**config.mk**
```make
export PLATFORM = sky130hd
export DESIGN_NAME = drum_prod_accum
export DESIGN_NICKNAME = d
export VERILOG_FILES = /design/src/rtl/drum_prod_accum.sv
export SDC_FILE = /design/constraint.sdc
export NUM_CORES = 1
export LEC_CHECK = 0
export ABC_CLOCK_PERIOD_IN_PS = 2800
export CORE_MARGIN = 2
export CORE_UTILIZATION = 40
export CTS_BUF_LIST = sky130_fd_sc_hd__clkbuf_4
export CTS_CLUSTER_DIAMETER = 200
export DETAILED_ROUTE_END_ITERATION = 16
export SLEW_MARGIN = 15
export SYNTH_ARGS = -nofsm -noshare
export SYNTH_HDL_FRONTEND = slang
export SYNTH_SLANG_ARGS = --single-unit
```
**constraint.sdc**
```tcl
create_clock -name clk -period 2.8 [get_ports clk]
set_input_delay 0.56 -clock clk [delete_from_list [all_inputs] [get_ports clk]]
set_output_delay 0.56 -clock clk [all_outputs]
set_load 0.05 [all_outputs]
```
**src/rtl/drum_prod_accum.sv**
```systemverilog
// Frame accumulator for unsigned DRUM products: saturating sum and beat count per frame,
// with the result held for a valid/ready handshake before the next frame starts.
module drum_prod_accum #(
    parameter int unsigned ACC_W = 40,
    parameter int unsigned CNT_W = 8
) (
    input  logic             clk,
    input  logic             rst_n,
    input  logic             in_valid,
    output logic             in_ready,
    input  logic [31:0]      in_prod,
    input  logic             in_last,
    output logic             out_valid,
    input  logic             out_ready,
    output logic [ACC_W-1:0] out_sum,
    output logic [CNT_W-1:0] out_cnt,
    output logic             out_sat
);

    localparam logic ST_ACC = 1'b0;
    localparam logic ST_OUT = 1'b1;

    logic             r_state;
    logic [ACC_W-1:0] r_acc;
    logic [CNT_W-1:0] r_cnt;
    logic             r_sat;
    logic [ACC_W-1:0] r_out_sum;
    logic [CNT_W-1:0] r_out_cnt;
    logic             r_out_sat;

    logic [ACC_W:0]   w_sum_wide;
    logic             w_ovf;
    logic [ACC_W-1:0] w_acc_next;
    logic [CNT_W-1:0] w_cnt_next;
    logic             w_sat_next;
    logic             w_close;
    logic             w_accept;
    logic             w_xfer;

    assign in_ready  = (r_state == ST_ACC);
    assign out_valid = (r_state == ST_OUT);
    assign out_sum   = r_out_sum;
    assign out_cnt   = r_out_cnt;
    assign out_sat   = r_out_sat;

    assign w_accept = in_valid && in_ready;
    assign w_xfer   = out_valid && out_ready;

    // One extra bit catches the carry out of the accumulator; that carry is the saturation condition.
    assign w_sum_wide = {1'b0, r_acc} + {{(ACC_W + 1 - 32){1'b0}}, in_prod};
    assign w_ovf      = w_sum_wide[ACC_W];
    assign w_acc_next = w_ovf ? '1 : w_sum_wide[ACC_W-1:0];
    assign w_sat_next = r_sat | w_ovf;
    assign w_cnt_next = r_cnt + 1'b1;
    assign w_close    = in_last || (w_cnt_next == '1);

    always_ff @(posedge clk or negedge rst_n) begin
        if (!rst_n) begin
            r_state   <= ST_ACC;
            r_acc     <= '0;
            r_cnt     <= '0;
            r_sat     <= 1'b0;
            r_out_sum <= '0;
            r_out_cnt <= '0;
            r_out_sat <= 1'b0;
        end else if (w_accept) begin
            r_acc <= w_acc_next;
            r_cnt <= w_cnt_next;
            r_sat <= w_sat_next;
            if (w_close) begin
                r_state   <= ST_OUT;
                r_out_sum <= w_acc_next;
                r_out_cnt <= w_cnt_next;
                r_out_sat <= w_sat_next;
            end
        end else if (w_xfer) begin
            r_state <= ST_ACC;
            r_acc   <= '0;
            r_cnt   <= '0;
            r_sat   <= 1'b0;
        end
    end

endmodule
```
==> results of run 1 <==
==> logic make-up after synthesis <==
group	synth area share (%)
flip-flops	41.7
AND/OR/NAND/NOR	16.8
XOR/XNOR	5.30
adder cells (fa/ha/maj)	7.49
buffers and inverters	3.89
AO/OA/AOI/OAI	24.2
multiplexers	0.673
==> power by group through the flow <==
stage | registers, mW | clock network [mW] | logic [mW]
final | 2.33 | 0.920 | 6.27
after floorplan | 3.15 | 0 | 2.52
after global placement | 2.28 | 0 | 5.46
after detailed placement | 2.31 | 0 | 5.53
after CTS | 2.29 | 0.947 | 5.80
after global routing | 2.39 | 0.997 | 6.79
==> worst paths after layout <==
check / slack, ns / from / cells past startpoint / to
setup / recovery: -0.009 / in_prod[16] / 13 / r_acc[39]$_DFFE_PN0P_
hold / removal: 0.50 / out_cnt[3]$_DFFE_PN0P_ / 2 / out_cnt[3]$_DFFE_PN0P_
setup reg to reg: 0.02 / r_acc[0]$_DFFE_PN0P_ / 11 / out_sum[30]$_DFFE_PN0P_
hold reg to reg: 0.50 / out_cnt[3]$_DFFE_PN0P_ / 2 / out_cnt[3]$_DFFE_PN0P_
max in group asynchronous: 1.53 / rst_n / 3 / out_sum[26]$_DFFE_PN0P_
min in group asynchronous: 0.53 / rst_n / 2 / out_sum[7]$_DFFE_PN0P_
==> state kept, by name, summed over array words and instances, names as in the netlist <==
| name | cells |
|---|---|
| out_sat | 1 |
| out_valid | 1 |
| r_cnt | 8 |
| out_cnt | 8 |
| out_sum | 40 |
| r_acc | 40 |
| r_sat | 1 |
==> layout make-up <==
type | instances | area, um^2
clock inverter | 7 | 100
antenna | 1 | 2.50
fill | 1292 | 5850
tap | 184 | 230
clock buffer | 9 | 67.6
multi-input combinational | 518 | 3760
timing repair buffer | 226 | 2000
inverter | 13 | 48.8
sequential | 99 | 2480
==> layer usage <==
layer,global-route usage [%],routed length (um)
met1,30.1,8220
met4,6.46,205
met5,0,0
met2,36.2,8340
met3,3.78,748
==> timing repair <==
action                     CTS  global route
pin swaps                   35            38
hold buffers                 1             0
cloned                       1             0
setup endpoints to repair   74            75
resized for setup           27            68
hold endpoints to repair    17             0
setup buffers                6            11
==> worst min-delay path: cells and delay by family, from the launching register on <==
kind / cells / cell delay, ns
AOI/OAI and AO/OA: 1 / 0.06
and+or+nand+nor: 1 / 0.05
DFF: 1 / 0.37
==> metrics by stage <==
stage	utilization [%]	instances	setup slack, ns
after floorplan	-	668	-0.0368
after global placement	54.3	1022	-0.650
after detailed placement	54.3	1022	-0.695
after CTS	56.7	1045	-0.0271
after global routing	59.8	1057	-0.108
final	59.8	1057	-0.00888
==> Yosys cell counts (3+ instances only) <==
cell type  instances
dfrtp_1           99
nand2_1           96
o21ai_0           74
nor2_1            54
a21oi_1           43
ha_1              34
a21o_1            32
xor2_1            25
clkbuf_1          23
nand3_1           19
a31oi_1           18
and3_1            12
inv_1             12
xnor2_1           11
buf_2             10
nand4_1            8
o21ai_1            7
and2_1             6
o211ai_1           5
mux2i_1            4
nor2b_1            4
o21bai_1           4
or3_1              4
nand2_2            3
nand2b_1           3
o2111ai_1          3
==> qor.csv, run 1 <==
metric;value;unit
critical path endpoint category;flip-flop;
crit-path max FO;6;
Core Footprint;14500;um^2
DR DRC count;0;
DR vias/cell;5.37;
gpl congestion;0.912;
Post-Syn Instances;668;
power share of the combinational group;65.9;%
ys flop type;dfrtp_1;
Clk network pwr share;9.7;%
WP buf/inv;3;
largest cells by area after synthesis;dfrtp_1 (42%), ha_1 (7.2%), o21ai_0 (6.2%);
die area;15900;um^2
switching share of power;46.1;%
critical path arrival;3.21;ns
most frequent cells in the layout;buf_4 (128), dfrtp_1 (99), nand2_1 (92), clkdlybuf4s50_1 (76), o21ai_0 (70);
Skew-Pair Late Insertion Delay;0.51;ns
crit path max-delay cell type;clkdlybuf4s50_1;
Worst Setup Start Kind;primary input;
Yosys cell types;71;
Worst path most repeated cell;buf_4;
vias;5678;
share of layout cells above drive strength 1;28.0;%
async set-reset flop share out of synthesis;100;%
Min Clock Period, post-route;2.81;ns
Reg clk slew, reported paths;0.17;ns
H-tree levels;3;
Final Max Slew Viols;0;
Layout area overhead;46.1;%
gr ovfl total;0;
Routed Wire Length;17500;um
initial antenna violation count;1;
Synth warnings;0;
Final Skew;0.0288;ns
period utilization;100;%
number of CTS-inserted buffers;9;
CTS tree;done;
die width;126;um
Std-Cell Rows;44;
WL per Instance;16.6;um
Least-Margin Pin Slew;0.565;ns
post-synthesis register bit count;99;
synthesized area;5950;um^2
WP data required;3.21;ns
post-synth top area cell;dfrtp_1;
number of global-route vias before repair;5737;
post-route antenna net violation count;0;
Starting Density;40.9;%
I/O pin total;88;
syn_area_per_cell;8.90;um^2
CTS Sinks;99;
failing checks;negative setup slack;
Setup TNS;-0.00888;ns
Final Total Pwr;9.52;mW
hpwl dp;12200;um
Setup-failing EPs final;1;
maximum clock frequency;0.356;GHz
EDFF count, synth;0;
internal power;5.13;mW
unrepaired setup endpoints after global routing;true;
syn_nets;740;
post-route cell area;8690;um^2
Die Y;126;um
P_leak;4.05;nW
clock root buffer;clkbuf_4;
first-pass GRT wire length;28400;um
gr usage total;22.1;%
maximum buffer depth of the clock tree;2;
Largest delay share family, worst path;compound AO/OA/AOI/OAI gates;
Port Buffers;87;
slowest cell delay on critical path;0.44;ns
Final WS setup;-0.00888;ns
register area share after synthesis;41.7;%
critical path type;primary input to flip-flop;
Placement Cell Area;7890;um^2
largest net degree at the start of global routing;64;
Hold Slack;0.498;ns
Power Density;1100;nW/um^2
max_slew headroom;62.2;%
HP Class;flip-flop to flip-flop;
Initial DRC Count;397;
outcome;complete, but fails checks;
Peak VDD IR;0.606;mV
P_sw;4.39;mW
nets@finish;939;
Fin. Hold Viols;0;
Synth top area share;41.7;%
max_cap viols;0;
TritonRoute pass-1 iters;5;
crit-path cells;clkdlybuf4s50_1 -> ha_4 -> nand2_2 -> buf_4 -> o21bai_1 -> a31oi_1 -> o21a_2 -> o22ai_4 -> o41ai_4 -> buf_4 -> o2111ai_4 -> a21oi_1 -> or3_1;
Reg power frac;24.5;%
commonest non-fill, non-tap cell in the layout;buf_4;
(Power assumes the default switching activity.)
==> run 2: changes to the inputs <==
--- a/config.mk
+++ b/config.mk
@@ -8,9 +8,9 @@
 export ABC_CLOCK_PERIOD_IN_PS = 2800
 export CORE_MARGIN = 2
 export CORE_UTILIZATION = 40
-export CTS_BUF_LIST = sky130_fd_sc_hd__clkbuf_4
 export CTS_CLUSTER_DIAMETER = 200
 export DETAILED_ROUTE_END_ITERATION = 16
+export HOLD_SLACK_MARGIN = 0.02
 export SLEW_MARGIN = 15
 export SYNTH_ARGS = -nofsm -noshare
 export SYNTH_HDL_FRONTEND = slang
==> run 2 against run 1 <==
The run now ends clean. Global-route usage rose by 0.32 points. Highest routed layer unchanged. Critical endpoint is now r_acc[35]$_DFFE_PN0P_. Sequential share of layout area fell by 0.86 points. Largest cell class unchanged. Wire length hardly changed.
==> qor.csv, run 2 (synthesized netlist as in run 1, its figures left out) <==
metric;value;unit;change
outcome;completed;;
fin util;61.6;%;+1.9 points
maximum clock frequency;0.358;GHz;+0.69%
vias;5683;;+0.088%
Final Max Slew Viols;0;;unchanged
hold buffer count at CTS;0;;-1
Routed Wire Length;17500;um;about the same
die area;15900;um^2;unchanged
Ant. Diodes;0;;-1
Initial DRC Count;467;;+18%
origin of the critical flop-to-flop path;r_acc[0]$_DFFE_PN0P_;;
first-pass GRT wire length;28900;um;+1.6%
HP Class;primary input to async pin;;
Std-Cell Rows;44;;unchanged
commonest non-fill, non-tap cell in the layout;buf_4;;
most frequent cells in the layout;buf_4 (128), dfrtp_1 (99), nand2_1 (92), o21ai_0 (67), clkdlybuf4s50_1 (63);;
H-tree levels;3;;unchanged
post-route antenna net violation count;0;;unchanged
largest net degree at the start of global routing;64;;unchanged
R2R cell count;10;;-1
nets@finish;939;;unchanged
gr ovfl total;0;;unchanged
gpl congestion;0.912;;unchanged
Layout area overhead;50.7;%;
capture point of the worst reg-to-reg path;r_acc[35]$_DFFE_PN0P_;;
max_cap viols;0;;unchanged
number of CTS-inserted buffers;9;;unchanged
Port Buffers;87;;unchanged
DR DRC count;0;;unchanged
Final Skew;0.0113;ns;-0.0175 ns
Reg clk slew, reported paths;0.07;ns;-0.10 ns
Power Density;1140;nW/um^2;+3.9%
Die Y;126;um;unchanged
die width;126;um;unchanged
gr usage total;22.4;%;+0.32 points
critical path endpoint category;flip-flop;;
TritonRoute pass-1 iters;5;;unchanged
critical path type;primary input to flip-flop;;
number of global-route vias before repair;5846;;+1.9%
unrepaired setup endpoints after global routing;true;;
Starting Density;40.9;%;unchanged
clock root buffer;clkbuf_16;;
Setup-failing EPs final;0;;-1
I/O pin total;88;;unchanged
max_slew headroom;63.1;%;+0.84 points
Core Footprint;14500;um^2;unchanged
Least-Margin Pin Slew;0.552;ns;-0.0126 ns
Worst Setup Start Kind;primary input;;
crit-path max FO;8;;+2
DR vias/cell;5.38;;+0.18%
maximum buffer depth of the clock tree;2;;unchanged
Min Clock Period, post-route;2.79;ns;-0.0192 ns
Filler cells;1221;;-5.5%
CTS Sinks;99;;unchanged
initial antenna violation count;0;;-1
Setup TNS;0;ns;+0.00888 ns
WP data required;3.03;ns;-0.18 ns
Skew-Pair Late Insertion Delay;0.36;ns;-0.15 ns
share of layout cells above drive strength 1;29.8;%;+1.8 points
period utilization;99.6;%;-0.69 points
Peak VDD IR;0.581;mV;-4.0%
Worst R2R Setup Slack;0.03;ns;about the same
CTS tree;done;;
P_leak;4.11;nW;+1.4%
Fin. Hold Viols;0;;unchanged
critical path arrival;3.02;ns;-0.19 ns
WL per Instance;16.6;um;+0.15%
hpwl dp;12200;um;unchanged
==> run 2: cell types whose count changed in the layout (fill, tap and decap cells not counted), sizes merged <==
cell,change
dlymetal6s2s,-6
dlygate4sd2,+17
clkbuf,+3
dlygate4sd3,-1
clkinv,-1
clkdlybuf4s50,-13
buf,+1
diode,-1
==> run 2: critical path: stages <==
cell and delay, ns:
clkdlybuf4s50_1 0.40, ha_1 0.32, a21o_1 0.18, a21o_1 0.18, a21oi_2 0.26, o2111ai_1 0.25
o211a_4 0.36, a31o_1 0.19, a221o_1 0.29
==> run 2: worst max path at each step <==
stage                    startpoint                       to  slack, ns
2_1_floorplan            in_prod[0]    r_acc[35]$_DFFE_PN0P_      -0.04
3_3_place_gp             in_prod[0]  out_sum[33]$_DFFE_PN0P_      -0.65
3_5_place_dp             in_prod[3]    r_acc[39]$_DFFE_PN0P_      -0.70
4_1_cts                  in_prod[0]    r_acc[35]$_DFFE_PN0P_      0.005
5_1_grt        r_acc[0]$_DFFE_PN0P_    r_acc[22]$_DFFE_PN0P_      -0.13
6_report                in_prod[29]    r_acc[35]$_DFFE_PN0P_       0.01
==> run 2: final cells by class <==
class,instances,area [um^2],share of cell area (%)
multi-input cells,518,3910,43.7
flip-flops and latches,99,2480,27.7
repair buffers,226,1950,21.8
clock buffers,10,239,2.67
well taps,184,230,2.57
clock inverters,6,96.3,1.08
inverters,13,48.8,0.545
==> run 2: metal layers <==
layer,global-route usage [%],wire length (um)
met1,30.2,8240
met5,0,0
met3,3.95,646
met2,37.0,8350
met4,6.79,284
==> run 2: stage by stage <==
step	std cells	worst slack [ns]	area, um^2	hold slack, ns	power (mW)
6_report	1056	0.0103	8960	0.158	10.2
5_1_grt	1056	-0.133	8960	0.190	10.9
4_1_cts	1048	0.00474	8660	0.175	9.83
3_5_place_dp	1022	-0.695	7890	0.470	7.84
3_3_place_gp	1022	-0.650	7890	0.462	7.74
2_1_floorplan	668	-0.0368	6010	0.264	5.67
==> run 2: timing repair <==
item,4_1_cts,5_1_grt
hold endpoints to repair,0,0
cloned,1,0
setup buffers,9,8
endpoints found under the setup margin,82,78
pin swaps,55,29
resized for setup,79,56
==> run 2: where the power goes <==
part	internal, mW	switching (mW)	total (mW)
registers	1.94	0.412	2.35
logic	2.91	3.52	6.43
clock network	0.821	0.592	1.41
==> run 3: changes to the inputs <==
--- a/config.mk
+++ b/config.mk
@@ -11,7 +11,7 @@
 export CTS_CLUSTER_DIAMETER = 200
 export DETAILED_ROUTE_END_ITERATION = 16
 export HOLD_SLACK_MARGIN = 0.02
-export SLEW_MARGIN = 15
+export MAX_ROUTING_LAYER = met4
 export SYNTH_ARGS = -nofsm -noshare
 export SYNTH_HDL_FRONTEND = slang
 export SYNTH_SLANG_ARGS = --single-unit
==> run 3 against run 2 <==
The run now ends with negative setup slack left. First-iteration DRC count is 14% lower. Critical path depth is 2 higher. Worst hold slack better by 0.053 ns. Total power is 2.1% higher. Via count is 1.6% higher. Cell count is 0.38% higher. Die area stayed put. Sequential power hardly changed. Sequential share of layout area is 0.56 points lower. Maximum frequency is 1.5% lower. Utilization is 1.3 points higher.
==> qor.csv, run 3 (synthesized netlist as in run 1, its figures left out) <==
metric;value;unit;change
number of CTS-inserted buffers;9;;unchanged
Skew-Pair Late Insertion Delay;0.36;ns;about the same
gr usage total;23.3;%;+0.93 points
Ant. Diodes;0;;unchanged
gr ovfl total;0;;unchanged
critical path arrival;3.07;ns;+0.05 ns
period utilization;101;%;+1.5 points
Die Y;126;um;unchanged
TritonRoute pass-1 iters;4;;-1
post-route antenna net violation count;0;;unchanged
fin util;62.9;%;+1.3 points
Final Max Slew Viols;0;;unchanged
number of global-route vias before repair;5885;;+0.67%
Routed Wire Length;18000;um;+2.9%
clock root buffer;clkbuf_16;;
critical path type;primary input to flip-flop;;
die width;126;um;unchanged
failing checks;negative setup slack;;
Core Footprint;14500;um^2;unchanged
WP data required;3.04;ns;about the same
hold buffer count at CTS;0;;unchanged
I/O pin total;88;;unchanged
register area;2480;um^2;unchanged
critical path endpoint category;flip-flop;;
first-pass GRT wire length;29400;um;+1.9%
hpwl dp;12300;um;+0.76%
Final WS setup;-0.0315;ns;-0.0418 ns
Starting Density;40.9;%;unchanged
HP Class;primary input to async pin;;
Filler cells;1216;;-0.41%
Min Clock Period, post-route;2.83;ns;+0.0418 ns
initial antenna violation count;0;;unchanged
max_cap viols;0;;unchanged
Final Total Pwr;10.4;mW;+2.1%
maximum clock frequency;0.353;GHz;-1.5%
Worst Setup Start Kind;primary input;;
Peak VDD IR;0.541;mV;-6.9%
unrepaired setup endpoints after global routing;true;;
vias;5774;;+1.6%
P_leak;4.15;nW;+1.1%
Final Skew;0.0105;ns;-0.000870 ns
DR vias/cell;5.45;;+1.2%
Power Density;1140;nW/um^2;about the same
gpl congestion;0.932;;+2.2%
commonest non-fill, non-tap cell in the layout;buf_4;;
Least-Margin Pin Slew;0.620;ns;+0.0674 ns
CTS Sinks;99;;unchanged
most frequent cells in the layout;buf_4 (124), dfrtp_1 (99), nand2_1 (92), clkdlybuf4s50_1 (64), o21ai_0 (49);;
worst slack, placed;-0.707;ns;-0.0112 ns
share of layout cells above drive strength 1;32.5;%;+2.7 points
Reg clk slew, reported paths;0.07;ns;about the same
Port Buffers;87;;unchanged
Fin. Hold Viols;0;;unchanged
largest net degree at the start of global routing;47;;-27%
die area;15900;um^2;unchanged
Std-Cell Rows;44;;unchanged
DR DRC count;0;;unchanged
max_slew headroom;57.6;%;-5.4 points
maximum buffer depth of the clock tree;2;;unchanged
WL per Instance;17.0;um;+2.6%
Setup-failing EPs final;3;;+3
Initial DRC Count;402;;-14%
footprint of the multi-input gates;4060;um^2;+3.7%
Layout area overhead;53.8;%;
outcome;complete, but fails checks;;
H-tree levels;3;;unchanged
CTS tree;done;;
crit-path max FO;6;;-2
nets@finish;943;;+0.43%
-- run 3: changes by cell type in the layout (fill, tap and decap cells not counted), moves of 5 or more --
cell     delta
nor2_4      +9
o21ai_0    -18
buf_6       +6
nor2_2      -5
a21oi_1     -8
a21oi_2     +8
o21ai_1    +14
o21ai_2     +5
-- run 3: final timing paths --
path / start / endpoint / slack (ns) / depth (start not counted)
max in group asynchronous: rst_n / r_acc[19]$_DFFE_PN0P_ / 1.87 / 2
max: in_prod[29] / out_sum[33]$_DFFE_PN0P_ / -0.03 / 11
min in group clk: out_cnt[0]$_DFFE_PN0P_ / out_cnt[0]$_DFFE_PN0P_ / 0.48 / 2
max reg2reg: r_acc[0]$_DFFE_PN0P_ / out_sum[33]$_DFFE_PN0P_ / -0.01 / 11
min reg2reg: out_cnt[0]$_DFFE_PN0P_ / out_cnt[0]$_DFFE_PN0P_ / 0.48 / 2
min: rst_n / out_sum[10]$_DFFE_PN0P_ / 0.21 / 1
-- run 3: layer usage --
layer	up-vias	track usage [%]	share of wire, %	routed length [um]
met3	20	2.59	3.4	617
met5	-	-	0	0
met2	136	37.3	48	8690
li1	2802	-	-	-
met4	0	7.24	1.5	272
met1	2816	31.4	47	8460
-- run 3: final cells by class --
cell class / instances / area share [%]
timing repair buffer: 229 / 22.1
sequential: 99 / 27.1
multi-input combinational: 519 / 44.4
inverter: 13 / 0.534
clock inverter: 7 / 0.903
clock buffer: 9 / 2.46
tap: 184 / 2.52
-- run 3: metrics by stage --
stage	cells	cell area, um^2	TNS (ns)	hold WS, ns
after global placement	1024	7900	-46.17	0.464
final	1060	9140	-0.0547	0.211
after global routing	1060	9140	-2.77	0.261
after floorplan	668	6010	-0.111	0.264
after detailed placement	1024	7900	-52.25	0.470
after CTS	1052	8690	-0.127	0.231
-- run 3: power breakdown --
part / switching (mW) / internal [mW]
clock: 0.618 / 0.713
sequential: 0.423 / 1.94
combinational: 3.65 / 3.06
-- run 3: what timing repair did --
action                                  CTS  global route
pin swaps                                50            44
hold endpoints to repair                  0             0
gates cloned                              2             0
gates resized for setup                  86           110
endpoints found under the setup margin   82            80
buffers inserted                         11             8
-- run 3: worst max-delay path: stages --
cell	delay [ns]
clkdlybuf4s50_1	0.40
ha_1	0.31
a21o_1	0.19
a21o_1	0.18
a21oi_1	0.21
buf_4	0.18
o2111ai_2	0.20
o21a_4	0.34
nand2_8	0.11
nand2_2	0.05
o32a_1	0.33
